**config.mk**
```make
export PLATFORM = sky130hd
export DESIGN_NAME = mem_stage_vlsu_ctrl
export DESIGN_NICKNAME = d
export VERILOG_FILES = /design/src/rtl/mem_stage_vlsu_ctrl_pkg.sv /design/src/rtl/mem_stage_vlsu_ctrl.sv
export SDC_FILE = /design/constraint.sdc
export NUM_CORES = 1
export LEC_CHECK = 0
export BUFFER_PORTS_ARGS = -buffer_cell sky130_fd_sc_hd__buf_2
export CAP_MARGIN = 20
export CORE_AREA = 2 2 458 460
export CTS_BUF_LIST = sky130_fd_sc_hd__clkbuf_16
export DETAILED_ROUTE_END_ITERATION = 8
export DIE_AREA = 0 0 460 462
export GPL_ROUTABILITY_DRIVEN = 0
export HOLD_SLACK_MARGIN = 0.05
export PLACE_DENSITY = 0.36
export SLEW_MARGIN = 20
export SYNTH_ARGS = -nofsm -noshare
export SYNTH_HDL_FRONTEND = slang
export SYNTH_SLANG_ARGS = --single-unit
```
**constraint.sdc**
```tcl
create_clock -name clk -period 42.2 [get_ports clk]
set_clock_uncertainty 0.2 [all_clocks]
set_input_delay 4.22 -clock clk [delete_from_list [all_inputs] [get_ports clk]]
set_output_delay 4.22 -clock clk [all_outputs]
set_load 0.1 [all_outputs]
```
**src/rtl/mem_stage_vlsu_ctrl_pkg.sv**
```systemverilog
// Shared types for the MEM-stage / vector load-store unit handshake:
// controller states, the captured request record and the vector alignment helper.
package mem_pkg;

    localparam int MEM_ADDR_W     = 32;
    localparam int MEM_SDATA_W    = 16;
    localparam int MEM_VDATA_W    = 256;
    localparam int VEC_BYTES      = 32;
    localparam int VEC_ALIGN_BITS = $clog2(VEC_BYTES);

    typedef enum logic [1:0] {
        IDLE  = 2'd0,
        ISSUE = 2'd1,
        WAIT  = 2'd2,
        RESP  = 2'd3
    } mem_state_t;

    typedef struct packed {
        logic                   write;
        logic                   vec;
        logic [MEM_ADDR_W-1:0]  addr;
        logic [MEM_SDATA_W-1:0] sdata;
        logic [MEM_VDATA_W-1:0] vdata;
    } mem_req_t;

    // A vector access must start on a full 32-byte line.
    function automatic logic vec_misaligned(input logic [MEM_ADDR_W-1:0] addr);
        return (addr[VEC_ALIGN_BITS-1:0] != {VEC_ALIGN_BITS{1'b0}});
    endfunction

endpackage

```
**src/rtl/mem_stage_vlsu_ctrl.sv**
```systemverilog
// MEM-stage controller: turns a one-cycle MEM request into a held, single-strobe VLSU
// transaction, stalls the pipeline meanwhile and registers load results for writeback.
module mem_stage_vlsu_ctrl
    import mem_pkg::*;
#(
    parameter int ADDR_W       = 32,
    parameter int SDATA_W      = 16,
    parameter int VDATA_W      = 256,
    parameter int BUSY_TIMEOUT = 64
) (
    input  logic               clk,
    input  logic               reset,
    input  logic               mem_valid_i,
    input  logic               mem_write_i,
    input  logic               mem_vec_i,
    input  logic [ADDR_W-1:0]  mem_addr_i,
    input  logic [SDATA_W-1:0] mem_sdata_i,
    input  logic [VDATA_W-1:0] mem_vdata_i,
    output logic               stall_o,
    output logic [31:0]        rdata_o,
    output logic [VDATA_W-1:0] vrdata_o,
    output logic               err_align_o,
    output logic               err_timeout_o,
    output logic               vlsu_req_o,
    output logic               vlsu_write_o,
    output logic               vlsu_src_o,
    output logic [ADDR_W-1:0]  vlsu_addr_o,
    output logic [SDATA_W-1:0] vlsu_sdata_o,
    output logic [VDATA_W-1:0] vlsu_vdata_o,
    input  logic               vlsu_busy_i,
    input  logic [SDATA_W-1:0] vlsu_sdata_i,
    input  logic [VDATA_W-1:0] vlsu_vdata_i
);

    localparam int               CNT_W    = $clog2(BUSY_TIMEOUT) + 1;
    localparam logic [CNT_W-1:0] CNT_ONE  = CNT_W'(1);
    localparam logic [CNT_W-1:0] TMO_LAST = CNT_W'(BUSY_TIMEOUT - 1);

    mem_state_t         state_r;
    mem_state_t         state_nxt_s;
    mem_req_t           req_r;
    logic [CNT_W-1:0]   wait_cnt_r;
    logic [SDATA_W-1:0] rdata_r;
    logic [VDATA_W-1:0] vrdata_r;
    logic               err_align_r;
    logic               err_timeout_r;

    logic               stall_s;
    logic               capture_s;
    logic               load_done_s;
    logic               set_align_s;
    logic               set_timeout_s;
    logic               drive_s;

    // State register; reset drops straight back to IDLE, which also kills any strobe.
    always_ff @(posedge clk or posedge reset) begin
        if (reset) begin
            state_r <= IDLE;
        end else begin
            state_r <= state_nxt_s;
        end
    end

    // Next-state decode plus the per-state control strobes.
    always_comb begin
        state_nxt_s   = state_r;
        stall_s       = 1'b0;
        capture_s     = 1'b0;
        load_done_s   = 1'b0;
        set_align_s   = 1'b0;
        set_timeout_s = 1'b0;
        case (state_r)
            IDLE: begin
                stall_s = mem_valid_i;
                if (mem_valid_i) begin
                    capture_s = 1'b1;
                    if (mem_vec_i && vec_misaligned(mem_addr_i)) begin
                        set_align_s = 1'b1;
                        state_nxt_s = RESP;
                    end else begin
                        state_nxt_s = ISSUE;
                    end
                end else begin
                    state_nxt_s = IDLE;
                end
            end
            ISSUE: begin
                stall_s     = 1'b1;
                state_nxt_s = WAIT;
            end
            WAIT: begin
                stall_s = 1'b1;
                // Busy is not trusted in the cycle right after the strobe.
                if (!vlsu_busy_i && (wait_cnt_r >= CNT_ONE)) begin
                    load_done_s = ~req_r.write;
                    state_nxt_s = RESP;
                end else if (wait_cnt_r >= TMO_LAST) begin
                    set_timeout_s = 1'b1;
                    state_nxt_s   = RESP;
                end else begin
                    state_nxt_s = WAIT;
                end
            end
            RESP: begin
                state_nxt_s = IDLE;
            end
            default: begin
                state_nxt_s = IDLE;
            end
        endcase
    end

    // Request capture, wait counter, load result registers and sticky error flags.
    always_ff @(posedge clk or posedge reset) begin
        if (reset) begin
            req_r         <= '0;
            wait_cnt_r    <= {CNT_W{1'b0}};
            rdata_r       <= {SDATA_W{1'b0}};
            vrdata_r      <= {VDATA_W{1'b0}};
            err_align_r   <= 1'b0;
            err_timeout_r <= 1'b0;
        end else begin
            if (capture_s) begin
                req_r.write <= mem_write_i;
                req_r.vec   <= mem_vec_i;
                req_r.addr  <= mem_addr_i;
                req_r.sdata <= mem_sdata_i;
                req_r.vdata <= mem_vdata_i;
            end
            if (state_r == WAIT) begin
                wait_cnt_r <= wait_cnt_r + CNT_ONE;
            end else begin
                wait_cnt_r <= {CNT_W{1'b0}};
            end
            if (load_done_s) begin
                if (req_r.vec) begin
                    vrdata_r <= vlsu_vdata_i;
                end else begin
                    rdata_r <= vlsu_sdata_i;
                end
            end
            if (set_align_s) begin
                err_align_r <= 1'b1;
            end
            if (set_timeout_s) begin
                err_timeout_r <= 1'b1;
            end
        end
    end

    // VLSU command lines only carry the request while the transaction is in flight.
    assign drive_s       = (state_r == ISSUE) || (state_r == WAIT);
    assign vlsu_req_o    = (state_r == ISSUE);
    assign vlsu_write_o  = drive_s & req_r.write;
    assign vlsu_src_o    = drive_s & req_r.vec;
    assign vlsu_addr_o   = drive_s ? req_r.addr  : {ADDR_W{1'b0}};
    assign vlsu_sdata_o  = drive_s ? req_r.sdata : {SDATA_W{1'b0}};
    assign vlsu_vdata_o  = drive_s ? req_r.vdata : {VDATA_W{1'b0}};

    assign stall_o       = stall_s;
    assign rdata_o       = {{(32-SDATA_W){1'b0}}, rdata_r};
    assign vrdata_o      = vrdata_r;
    assign err_align_o   = err_align_r;
    assign err_timeout_o = err_timeout_r;

endmodule

```
; Yosys cells after proc, flatten, opt, wreduce, memory -nomap -nowiden
; Cells that the tools add are included.
[word_totals]
elab_cells = 50
regBits = 589
[op_classes]
n_eq_ne = 3
n_mux = 20
n_reduce_logical = 9
order_cmp = 2
bitwise = 4
n_addsub = 1
[op_table]
columns = op, n
row1 = 256-bit 2-to-1 mux, 1
row2 = 32-bit 2-to-1 mux, 1
row3 = 16-bit 2-to-1 mux, 1
row4 = 1-bit 2-to-1 mux, 12
row5 = 2-bit case mux with 4 select lines, 1
row6 = "7-bit by 1-bit adder with 7-bit output, second input constant", 1
row7 = "7-bit by 1-bit greater-or-equal comparator with 1-bit output, second input constant", 1
row8 = "7-bit by 6-bit greater-or-equal comparator with 1-bit output, second input constant", 1
row9 = 7-bit 2-to-1 mux, 1
row10 = 5-bit nonzero test, 1
row11 = "2-bit == test, second input constant", 2
row12 = 2-bit 2-to-1 mux, 2
row13 = 2-bit AND reduction, 2
row14 = 1-bit AND, 2
row15 = "2-bit by 1-bit == test with 1-bit output, second input constant", 1
row16 = 1-bit logical AND, 2
row17 = 2-bit logical NOT, 1
row18 = 1-bit inverter, 2
row19 = 1-bit case mux with 2 select lines, 1
row20 = 2-bit OR reduction, 1
row21 = 1-bit logical NOT, 1
row22 = 1-bit logical OR, 1

; Logic depth before layout (Yosys ltp)
; Gate-level depths: netlist of the first run.
[depth]
ltp_word = 5
ltp_mapped = 9

; Worst setup path before layout of the first run
; No wires, ideal clock.
[synth_timing]
path_kind = input-to-output
from = input mem_valid_i
to = output stall_o
arrival_time_ps = 6175
cell_stages = 4
slack_ps = 31605
cell_sequence = nand2_1 clkbuf_1 clkbuf_1 a21oi_1
[synth_via]
elab_chain_len = 1
[synth_lines]
columns = item, line
row1 = "start, declared", mem_stage_vlsu_ctrl.sv:13  ; input logic mem_valid_i,
row2 = 1-bit case mux with 2 select lines, mem_stage_vlsu_ctrl.sv:72  ; case (state_r)
row3 = "end, declared", mem_stage_vlsu_ctrl.sv:19  ; output logic stall_o,
; No other way between the ends.

; Worst setup path after layout of the first run
; Same ends and word-level chain as after synthesis.

==> metrics.md, run 1 <==
| Metric | Value |
|---|---|
| Slowest CP cell | `buf_2` |
| Global route overflow | `0` |
| Max incr delay on CP | `0.45 ns` |
| Routed Antenna Nets | `0` |
| Crit end category | `primary output` |
| Site Rows | `168` |
| Die area | `0.213 mm^2` |
| Hold Buf Count CTS | `0` |
| First-pass GRT wire length | `164,000 um` |
| Relative slew slack | `31.6%` |
| CTS H-tree lvls | `3` |
| Via density | `3.28` |
| Final instance area | `0.0365 mm^2` |
| Clock Latency Late Sink | `0.70 ns` |
| Final worst slack | `32.36 ns` |
| Setup TNS | `0 ns` |
| CTS tree | `done` |
| CTS clock-pin slew for the worst setup and hold paths | `0.06 ns` |
| Total GRT Usage | `10.8%` |
| Yosys warning total | `0` |
| Max-Cap Viols | `0` |
| Die height | `462 um` |
| Unrepaired setup endpoints after global routing | `false` |
| Worst Path Required | `37.78 ns` |
| Final worst path period share | `23.3%` |
| Syn_area_per_cell | `11.2 um^2` |
| Register area share after synthesis | `57.9%` |
| Area delta synth->final | `43.5%` |
| Largest net degree at the start of global routing | `157` |
| CTS Buf Count | `78` |
| DRT iter0 DRCs | `1,064` |
| Crit path time final | `9.84 ns` |
| Max-slew violation count | `0` |
| Cells after Synth | `2,282` |
| Status | `finished, final reports clean` |
| CTS Sinks | `589` |
| #FFs+latches synth | `589` |
| Post-cts sizing count | `0` |
| Critical path peak fanout | `54` |
| DRC | `0` |
| CP startpoint kind | `primary input` |
| Die W | `460 um` |
| Detail Placement HPWL | `91,000 um` |
| Core ar. | `0.208 mm^2` |
| Post-Syn Area | `0.0255 mm^2` |
| IO Pins | `1,180` |
| Final core utilization | `17.5%` |
| NumNets Final | `4,005` |
| Initial core utilization | `12.2%` |
| Vias | `20,400` |
| Hold Violations, Final | `0` |
| Placement Setup Slack | `31.95 ns` |
| Setup Buffers After CTS | `0` |
| Crit path kind | `in -> out` |
| Number of port buffers | `1,163` |
| CP Data Arrival Time | `5.42 ns` |
| Cell mode on critical path | `buf_2` |
| Clock Root Buffer | `clkbuf_16` |
| Tightest Pin Transition | `1.03 ns` |
| Hold Path Class | `reg -> reg` |
| Cell variety after synth | `29` |
| Antenna violations before repair | `66` |
| F_max | `102 MHz` |
| Vias in the first global route | `21,100` |
| Fraction of layout cells with a size suffix above 1 | `45.4%` |
| Final setup viols | `0` |
| Placement-stage cell area | `0.0339 mm^2` |
| Worst path cell trace | `buf_2 -> nand2_4 -> a21oi_1 -> buf_2` |
| Final wirelength | `120,000 um` |
| DR WL/cell | `19.3 um` |
| First-pass detailed-route iteration total | `4` |
| Max Root-Sink Buffers | `3` |
-- registers in the layout, summed over array words and instances, names as in the netlist --
signal         flops
req_r            306
vrdata_o         256
rdata_r           16
wait_cnt_r         7
state_r            2
err_align_o        1
err_timeout_o      1
-- worst max-delay path: cells and delay by family --
| kind | cells | cell delay (ns) |
|---|---|---|
| compound gates | 1 | 0.28 |
| buf+inv | 2 | 0.56 |
| simple gates | 1 | 0.36 |
-- layout make-up --
cell class / count / area [um^2]
fill: 23500 / 172000
tap: 2720 / 3400
sequential: 589 / 14700
inverter: 5 / 26.3
clock buffer: 79 / 1980
clock inverter: 61 / 541
timing repair buffer: 1189 / 6030
antenna: 22 / 55.1
multi-input combinational: 1554 / 9750
-- worst paths after layout --
check,from,end,slack (ns),cells after the start
hold / removal,req_r[27]$_DFFE_PP0P_,req_r[27]$_DFFE_PP0P_,0.26,2
min in group asynchronous,reset,vrdata_o[161]$_DFFE_PP0P_,3.39,2
max in group asynchronous,reset,req_r[259]$_DFFE_PP0P_,35.39,5
setup reg to reg,state_r[0]$_DFF_PP0_,vrdata_o[212]$_DFFE_PP0P_,35.46,9
hold reg to reg,req_r[27]$_DFFE_PP0P_,req_r[27]$_DFFE_PP0P_,0.26,2
setup / recovery,mem_valid_i,stall_o,32.36,4
-- layout by cell type (no fill, tap or decap), types with 2 or more instances in the layout --
cell type,Yosys,final
a21o_1,2,2
clkinvlp_4,0,2
nand3_1,4,4
buf_2,1,1163
dfrtp_1,589,589
buf_4,17,25
clkinv_1,0,16
clkinv_2,0,11
ha_1,6,5
mux2_4,240,240
bufinv_16,0,6
o21ai_0,2,2
diode_2,0,22
clkinv_16,0,3
nor2b_1,3,3
inv_6,0,3
nand2_1,920,919
clkinv_4,0,2
xnor2_1,4,4
mux2_2,32,32
nor4_2,2,2
and2_1,312,311
inv_1,5,20
a21oi_1,2,2
a31o_2,2,2
conb_1,1,16
clkbuf_16,0,79
-- synth_stat cells, drive strengths merged --
| library cell | count | area share, % |
|---|---|---|
| nor4 | 2 | 0.098 |
| o211ai | 1 | 0.030 |
| o21ai | 2 | 0.039 |
| and3 | 1 | 0.025 |
| buf | 51 | 2.6 |
| and4b | 1 | 0.039 |
| clkbuf | 98 | 1.4 |
| xnor2 | 4 | 0.14 |
| and2 | 312 | 7.7 |
| a31o | 2 | 0.069 |
| xor2 | 1 | 0.034 |
| mux2 | 272 | 16 |
| a21o | 2 | 0.059 |
| nand2b | 1 | 0.025 |
| nand2 | 920 | 14 |
| dfrtp | 589 | 58 |
| inv | 5 | 0.074 |
| nand3 | 4 | 0.079 |
| nor4b | 1 | 0.093 |
| ha | 6 | 0.29 |
| a21oi | 2 | 0.039 |
| conb | 1 | 0.015 |
| nor2b | 3 | 0.074 |
| or4 | 1 | 0.030 |
-- metrics by stage --
step / std cells / hold WS (ns)
2_1_floorplan: 2297 / 0.237
3_3_place_gp: 6057 / 0.249
3_5_place_dp: 6057 / 0.254
4_1_cts: 6197 / 0.268
5_1_grt: 6203 / 0.285
6_report: 6219 / 0.263
-- routing by layer --
layer / global-route usage [%] / vias to the layer above / routed length [um]
li1: - / 9405 / -
met1: 12.1 / 9836 / 46800
met2: 18.1 / 902 / 57700
met3: 4.31 / 205 / 10800
met4: 4.21 / 62 / 4270
met5: 0 / - / 379
-- logic make-up after synthesis --
logic type                 after synthesis  synth area share, %
AOI/OAI and AO/OA                        9                0.236
muxes                                  272                 15.6
buffers and inverters                  154                 4.11
and+or+nand+nor                       1246                 21.7
DFF                                    589                 57.9
xor gates and xnor gates                 5                0.172
adders and majority gates                6                0.295
other                                    1               0.0147
Power of run 1 is left out: the tool's default activity adds up to more than one toggle a clock period on the data nets, which glitch-free logic cannot reach.
==> run 2: changes to the inputs <==
--- a/config.mk
+++ b/config.mk
@@ -5,12 +5,13 @@
 export SDC_FILE = /design/constraint.sdc
 export NUM_CORES = 1
 export LEC_CHECK = 0
+export ABC_AREA = 1
 export BUFFER_PORTS_ARGS = -buffer_cell sky130_fd_sc_hd__buf_2
 export CAP_MARGIN = 20
-export CORE_AREA = 2 2 458 460
+export CORE_AREA = 2 2 465 467
 export CTS_BUF_LIST = sky130_fd_sc_hd__clkbuf_16
 export DETAILED_ROUTE_END_ITERATION = 8
-export DIE_AREA = 0 0 460 462
+export DIE_AREA = 0 0 467 469
 export GPL_ROUTABILITY_DRIVEN = 0
 export HOLD_SLACK_MARGIN = 0.05
 export PLACE_DENSITY = 0.36
==> constraint.sdc (replaced) <==
create_clock -name clk -period 9.87 [get_ports clk]
set_clock_uncertainty 0.2 [all_clocks]
set_input_delay 0.987 -clock clk [delete_from_list [all_inputs] [get_ports clk]]
set_output_delay 0.987 -clock clk [all_outputs]
set_load 0.1 [all_outputs]
==> metrics.md, run 2 <==
| Metric | Value |
|---|---|
| Die height | `469 um` |
| Final setup viols | `0` |
| Unrepaired setup endpoints after global routing | `false` |
| Max-slew violation count | `0` |
| Site Rows | `170` |
| DRC | `0` |
| Crit path kind | `reg -> out` |
| Global route overflow | `0` |
| Critical path peak fanout | `57` |
| CTS Sinks | `589` |
| Setup TNS | `0 ns` |
| GR Util met2 | `18.0%` |
| Most frequent cells in the layout | `nand2_1, buf_2, dfrtp_1` |
| First-pass detailed-route iteration total | `5` |
| Area delta synth->final | `44.0%` |
| Worst reg2reg path depth | `9` |
| #FFs+latches synth | `589` |
| Number of port buffers | `1,163` |
| Most frequent cell after synthesis | `nand2_1` |
| CP startpoint kind | `flop` |
| NumNets Final | `4,885` |
| Post-Syn Area | `0.0258 mm^2` |
| Critical path endpoint | `vlsu_addr_o[17]` |
| Tightest Pin Transition | `1.17 ns` |
| Routed Antenna Nets | `0` |
| CTS clock-pin slew for the worst setup and hold paths | `0.06 ns` |
| Core ar. | `0.214 mm^2` |
| Area contributors post-synth | `dfrtp_1, nand2_1, nand4_1` |
| Detail Placement HPWL | `94,500 um` |
| Crit path time final | `4.69 ns` |
| CP Data Arrival Time | `3.51 ns` |
| Via density | `3.54` |
| EDFF count, synth | `0` |
| Yosys warning total | `0` |
| CTS Buf Count | `80` |
| Syn_area_per_cell | `7.94 um^2` |
| Dominant cell type by area after synthesis | `dfrtp_1` |
| Total GRT Usage | `11.3%` |
| Die W | `467 um` |
| Fraction of layout cells with a size suffix above 1 | `30.2%` |
| Crit end category | `primary output` |
| Vias | `25,600` |
| DR WL/cell | `17.9 um` |
| Initial core utilization | `12.0%` |
| Die area | `0.219 mm^2` |
| Largest Register | `req_r` |
| Final worst path period share | `47.6%` |
| Met3 Use GR | `4.61%` |
| Register area share after synthesis | `57.2%` |
| DRT iter0 DRCs | `1,333` |
| Clock Root Buffer | `clkbuf_16` |
| F_max | `213 MHz` |
| Ys async rst share | `100%` |
| Worst Path Required | `8.68 ns` |
| Busiest metal layer after global routing | `met2` |
| Most frequent cells after synthesis | `nand2_1, dfrtp_1, inv_1, nand4_1, buf_2` |
| Area share of the largest cell type after synthesis | `57.2%` |
| Max reg flops | `306` |
| Antenna violations before repair | `84` |
| Max Root-Sink Buffers | `3` |
| Leading cell type in the layout, fill and taps excluded | `nand2_1` |
| Post-cts sizing count | `0` |
| IO Pins | `1,180` |
| Hold Buf Count CTS | `0` |
| CTS H-tree lvls | `3` |
| Max-Cap Viols | `0` |
| First-pass GRT wire length | `184,000 um` |
| Final core utilization | `17.4%` |
| Cells after Synth | `3,244` |
| Hold Violations, Final | `0` |
| Status | `finished, final reports clean` |
| Reg-to-reg startpoint | `state_r[0]$_DFF_PP0_` |
| Critical Path Source | `state_r[0]$_DFF_PP0_` |
| RR Endpoint | `vrdata_o[99]$_DFFE_PP0P_` |
| CTS tree | `done` |
| Setup Buffers After CTS | `0` |
| Vias in the first global route | `26,000` |
| Relative slew slack | `22.0%` |
| Met1 usage | `13.1%` |
| R2r setup slk | `5.87 ns` |
| Largest net degree at the start of global routing | `181` |
| Ys flop type | `dfrtp_1` |
| Clock Latency Late Sink | `0.71 ns` |
| Final wirelength | `129,000 um` |
| Cell variety after synth | `22` |
| Hold Path Class | `in -> async` |
run 2: cell types whose count changed after synthesis, sizes merged, moves of 17 or more:
cell    before   now
nand2      920  1779
nor2         0    17
and2       312     0
nand4        0   274
clkbuf      98    76
mux2       272     0
inv          5   323
buf         51   160
run 2: layout make-up:
cell class,count,area [um^2]
sequential,589,14700
fill,24600,177000
clock inverter,63,564
multi-input combinational,2110,8740
timing repair buffer,1192,6180
tap,2838,3550
antenna,37,92.6
inverter,324,1230
clock buffer,80,2000
run 2: cells by family (layout without fill, tap and decap cells):
logic type                 count (synthesis)  in the layout  share of synthesized area, %
DFF                                      589            589                          57.2
buffers and inverters                    560           1659                          9.21
adders and majority gates                  6              6                         0.291
other                                      1             53                        0.0146
AOI/OAI and AO/OA                         11             11                         0.223
and+or+nand+nor                         2077           2077                          33.0
run 2: how the worst min path moves through the flow:
| stage | endpoint | depth (start not counted) |
|---|---|---|
| finish | vrdata_o[190]$_DFFE_PP0P_ | 2 |
| global route | rdata_r[6]$_DFFE_PP0P_ | 2 |
| CTS | rdata_r[6]$_DFFE_PP0P_ | 2 |
| detailed placement | err_align_o$_DFFE_PP0P_ | 2 |
| global placement | err_align_o$_DFFE_PP0P_ | 2 |
| floorplan | req_r[0]$_DFFE_PP0P_ | 2 |
run 2: metrics by stage:
stage / std cells / setup slack [ns] / area (um^2) / hold WS, ns
finish: 7233 / 5.18 / 37100 / 0.221
global route: 7219 / 4.81 / 37100 / 0.197
CTS: 7195 / 4.95 / 37000 / 0.144
detailed placement: 7052 / 5.80 / 34400 / 0.248
global placement: 7052 / 5.87 / 34400 / 0.247
floorplan: 3259 / 0.654 / 25800 / 0.249
run 2: worst max-delay path, stage by stage (launching register included):
cell and delay [ns]:
dfrtp_1 0.38, inv_1 0.10, ha_4 0.45, buf_4 0.58, buf_4 0.59, nand2_1 0.13, inv_1 0.08, buf_2 0.42
run 2: layer usage:
metal  up-vias  share of wire, %
li1      12000                 -
met1     12200                40
met2      1028                46
met3       248               9.7
met4        82               4.3
met5         -              0.44
Power of run 2 is left out for the same reason.
==> run 3: changes to the inputs <==
--- a/config.mk
+++ b/config.mk
@@ -5,13 +5,13 @@
 export SDC_FILE = /design/constraint.sdc
 export NUM_CORES = 1
 export LEC_CHECK = 0
-export ABC_AREA = 1
+export ABC_AREA = 0
 export BUFFER_PORTS_ARGS = -buffer_cell sky130_fd_sc_hd__buf_2
 export CAP_MARGIN = 20
-export CORE_AREA = 2 2 465 467
+export CORE_AREA = 2 2 463 465
 export CTS_BUF_LIST = sky130_fd_sc_hd__clkbuf_16
 export DETAILED_ROUTE_END_ITERATION = 8
-export DIE_AREA = 0 0 467 469
+export DIE_AREA = 0 0 465 467
 export GPL_ROUTABILITY_DRIVEN = 0
 export HOLD_SLACK_MARGIN = 0.05
 export PLACE_DENSITY = 0.36
==> constraint.sdc (replaced) <==
create_clock -name clk -period 4.76 [get_ports clk]
set_clock_uncertainty 0.2 [all_clocks]
set_input_delay 0.476 -clock clk [delete_from_list [all_inputs] [get_ports clk]]
set_output_delay 0.476 -clock clk [all_outputs]
set_load 0.1 [all_outputs]
==> metrics.md, run 3 (same netlist as run 1, synthesis figures left out) <==
| Metric | Value |
|---|---|
| Status | `finished, final reports clean` |
| Routed Antenna Nets | `0` |
| Crit. path cell count | `5` |
| CTS clock-pin slew for the worst setup and hold paths | `0.06 ns` |
| Setup Buffers After CTS | `0` |
| Clock Latency Late Sink | `0.70 ns` |
| DRT iter0 DRCs | `987` |
| Max-Cap Viols | `0` |
| Post-cts sizing count | `0` |
| Placement-stage cell area | `0.0343 mm^2` |
| Final wirelength | `126,000 um` |
| Worst reg2reg path depth | `5` |
| Crit path kind | `reg -> out` |
| Detail Placement HPWL | `94,800 um` |
| IO Pins | `1,180` |
| CTS tree | `done` |
| Die area | `0.217 mm^2` |
| Die height | `467 um` |
| Most frequent cells in the layout | `buf_2, nand2_1, dfrtp_1` |
| Hold Buf Count CTS | `580` |
| Max-slew violation count | `0` |
| Largest delay contributor family on the critical path | `buffers and inverters` |
| Critical path endpoint | `vlsu_vdata_o[99]` |
| Unrepaired setup endpoints after global routing | `false` |
| Worst Path Required | `4.08 ns` |
| Hold Violations, Final | `0` |
| Worst path cell trace | `inv_1 -> ha_4 -> buf_12 -> and2_1 -> buf_2` |
| Number of port buffers | `1,163` |
| NumNets Final | `4,609` |
| Largest Register | `req_r` |
| Top Metal Used | `met4` |
| CP Data Arrival Time | `3.11 ns` |
| Critical path peak fanout | `113` |
| WL met1 | `49,600 um` |
| CTS Sinks | `589` |
| Site Rows | `169` |
| Global route overflow | `0` |
| Largest net degree at the start of global routing | `151` |
| Met2 wire len | `63,100 um` |
| Tightest Pin Transition | `1.05 ns` |
| CP bufs+invs | `3` |
| CP startpoint kind | `flop` |
| DRC | `0` |
| RR Endpoint | `vrdata_o[216]$_DFFE_PP0P_` |
| CTS H-tree lvls | `3` |
| Max Root-Sink Buffers | `3` |
| Clock Root Buffer | `clkbuf_16` |
| Initial core utilization | `12.0%` |
| Via density | `3.26` |
| Hold Path Class | `in -> async` |
| F_max | `264 MHz` |
| R2r setup slk | `1.83 ns` |
| First-pass detailed-route iteration total | `5` |
| Final worst path period share | `79.5%` |
| Relative slew slack | `30.1%` |
| First-pass GRT wire length | `177,000 um` |
| Leading cell type in the layout, fill and taps excluded | `buf_2` |
| Antenna violations before repair | `20` |
| Critical Path Source | `state_r[0]$_DFF_PP0_` |
| Vias | `22,600` |
| Area delta synth->final | `68.4%` |
| Core ar. | `0.212 mm^2` |
| Reg-to-reg startpoint | `state_r[0]$_DFF_PP0_` |
| Vias in the first global route | `24,600` |
| Max incr delay on CP | `0.65 ns` |
| Die W | `465 um` |
| CTS Buf Count | `80` |
| Max reg flops | `306` |
| Crit end category | `primary output` |
| DR WL/cell | `18.1 um` |
| Crit path time final | `3.79 ns` |
| Final setup viols | `0` |
| Total GRT Usage | `11.1%` |
| Fraction of layout cells with a size suffix above 1 | `39.4%` |
| Final instance area | `0.0429 mm^2` |
| Routed wl met3 | `8200 um` |
| Slowest CP cell | `ha_4` |
run 3: cell count changes in the layout (fill, tap and decap cells not counted), moves of 240 or more:
cell and delta:
and2_1 +311, nand2_1 -859, mux2_4 +240, nand4_1 -273, inv_1 -317, dlygate4sd3_1 +580
run 3: stage by stage:
| stage | worst slack, ns | hold slack [ns] | util, % | instances | TNS (ns) |
|---|---|---|---|---|---|
| 3_5_place_dp | 1.55 | 0.253 | 16.2 | 6179 | 0 |
| 4_1_cts | 0.741 | 0.134 | 20.2 | 6906 | 0 |
| 6_report | 0.975 | 0.201 | 20.3 | 6920 | 0 |
| 3_3_place_gp | 1.59 | 0.249 | 16.2 | 6179 | 0 |
| 5_1_grt | 0.682 | 0.177 | 20.2 | 6914 | 0 |
| 2_1_floorplan | -3.95 | 0.237 | - | 2297 | -2323.82 |
run 3: how the worst min path moves through the flow:
stage,startpoint,to,slack (ns),cells after the start
2_1_floorplan,req_r[0]$_DFFE_PP0P_,req_r[0]$_DFFE_PP0P_,0.24,2
3_3_place_gp,req_r[203]$_DFFE_PP0P_,req_r[203]$_DFFE_PP0P_,0.25,2
3_5_place_dp,err_timeout_o$_DFFE_PP0P_,err_timeout_o$_DFFE_PP0P_,0.25,1
4_1_cts,reset,vrdata_o[171]$_DFFE_PP0P_,0.13,3
5_1_grt,reset,vrdata_o[171]$_DFFE_PP0P_,0.18,3
6_report,reset,vrdata_o[171]$_DFFE_PP0P_,0.20,3
run 3: worst min-delay path: cells and delay by family:
kind	cells	cell delay, ns
buffers and inverters	3	1.06
run 3: cell type report:
type / instances / area (um^2)
Clock buffer: 80 / 2000
Antenna cell: 13 / 32.5
Multi-Input combinational cell: 1554 / 9750
Clock inverter: 67 / 691
Fill cell: 23500 / 169000
Sequential cell: 589 / 14700
Timing Repair Buffer: 1791 / 12100
Tap cell: 2821 / 3530
Inverter: 5 / 22.5
run 3: layer usage:
metal / track usage [%] / vias to the layer above
li1: - / 10600
met1: 12.6 / 10900
met2: 19.9 / 875
met3: 3.01 / 172
met4: 4.22 / 0
met5: 0 / -
Power of run 3 is left out for the same reason.
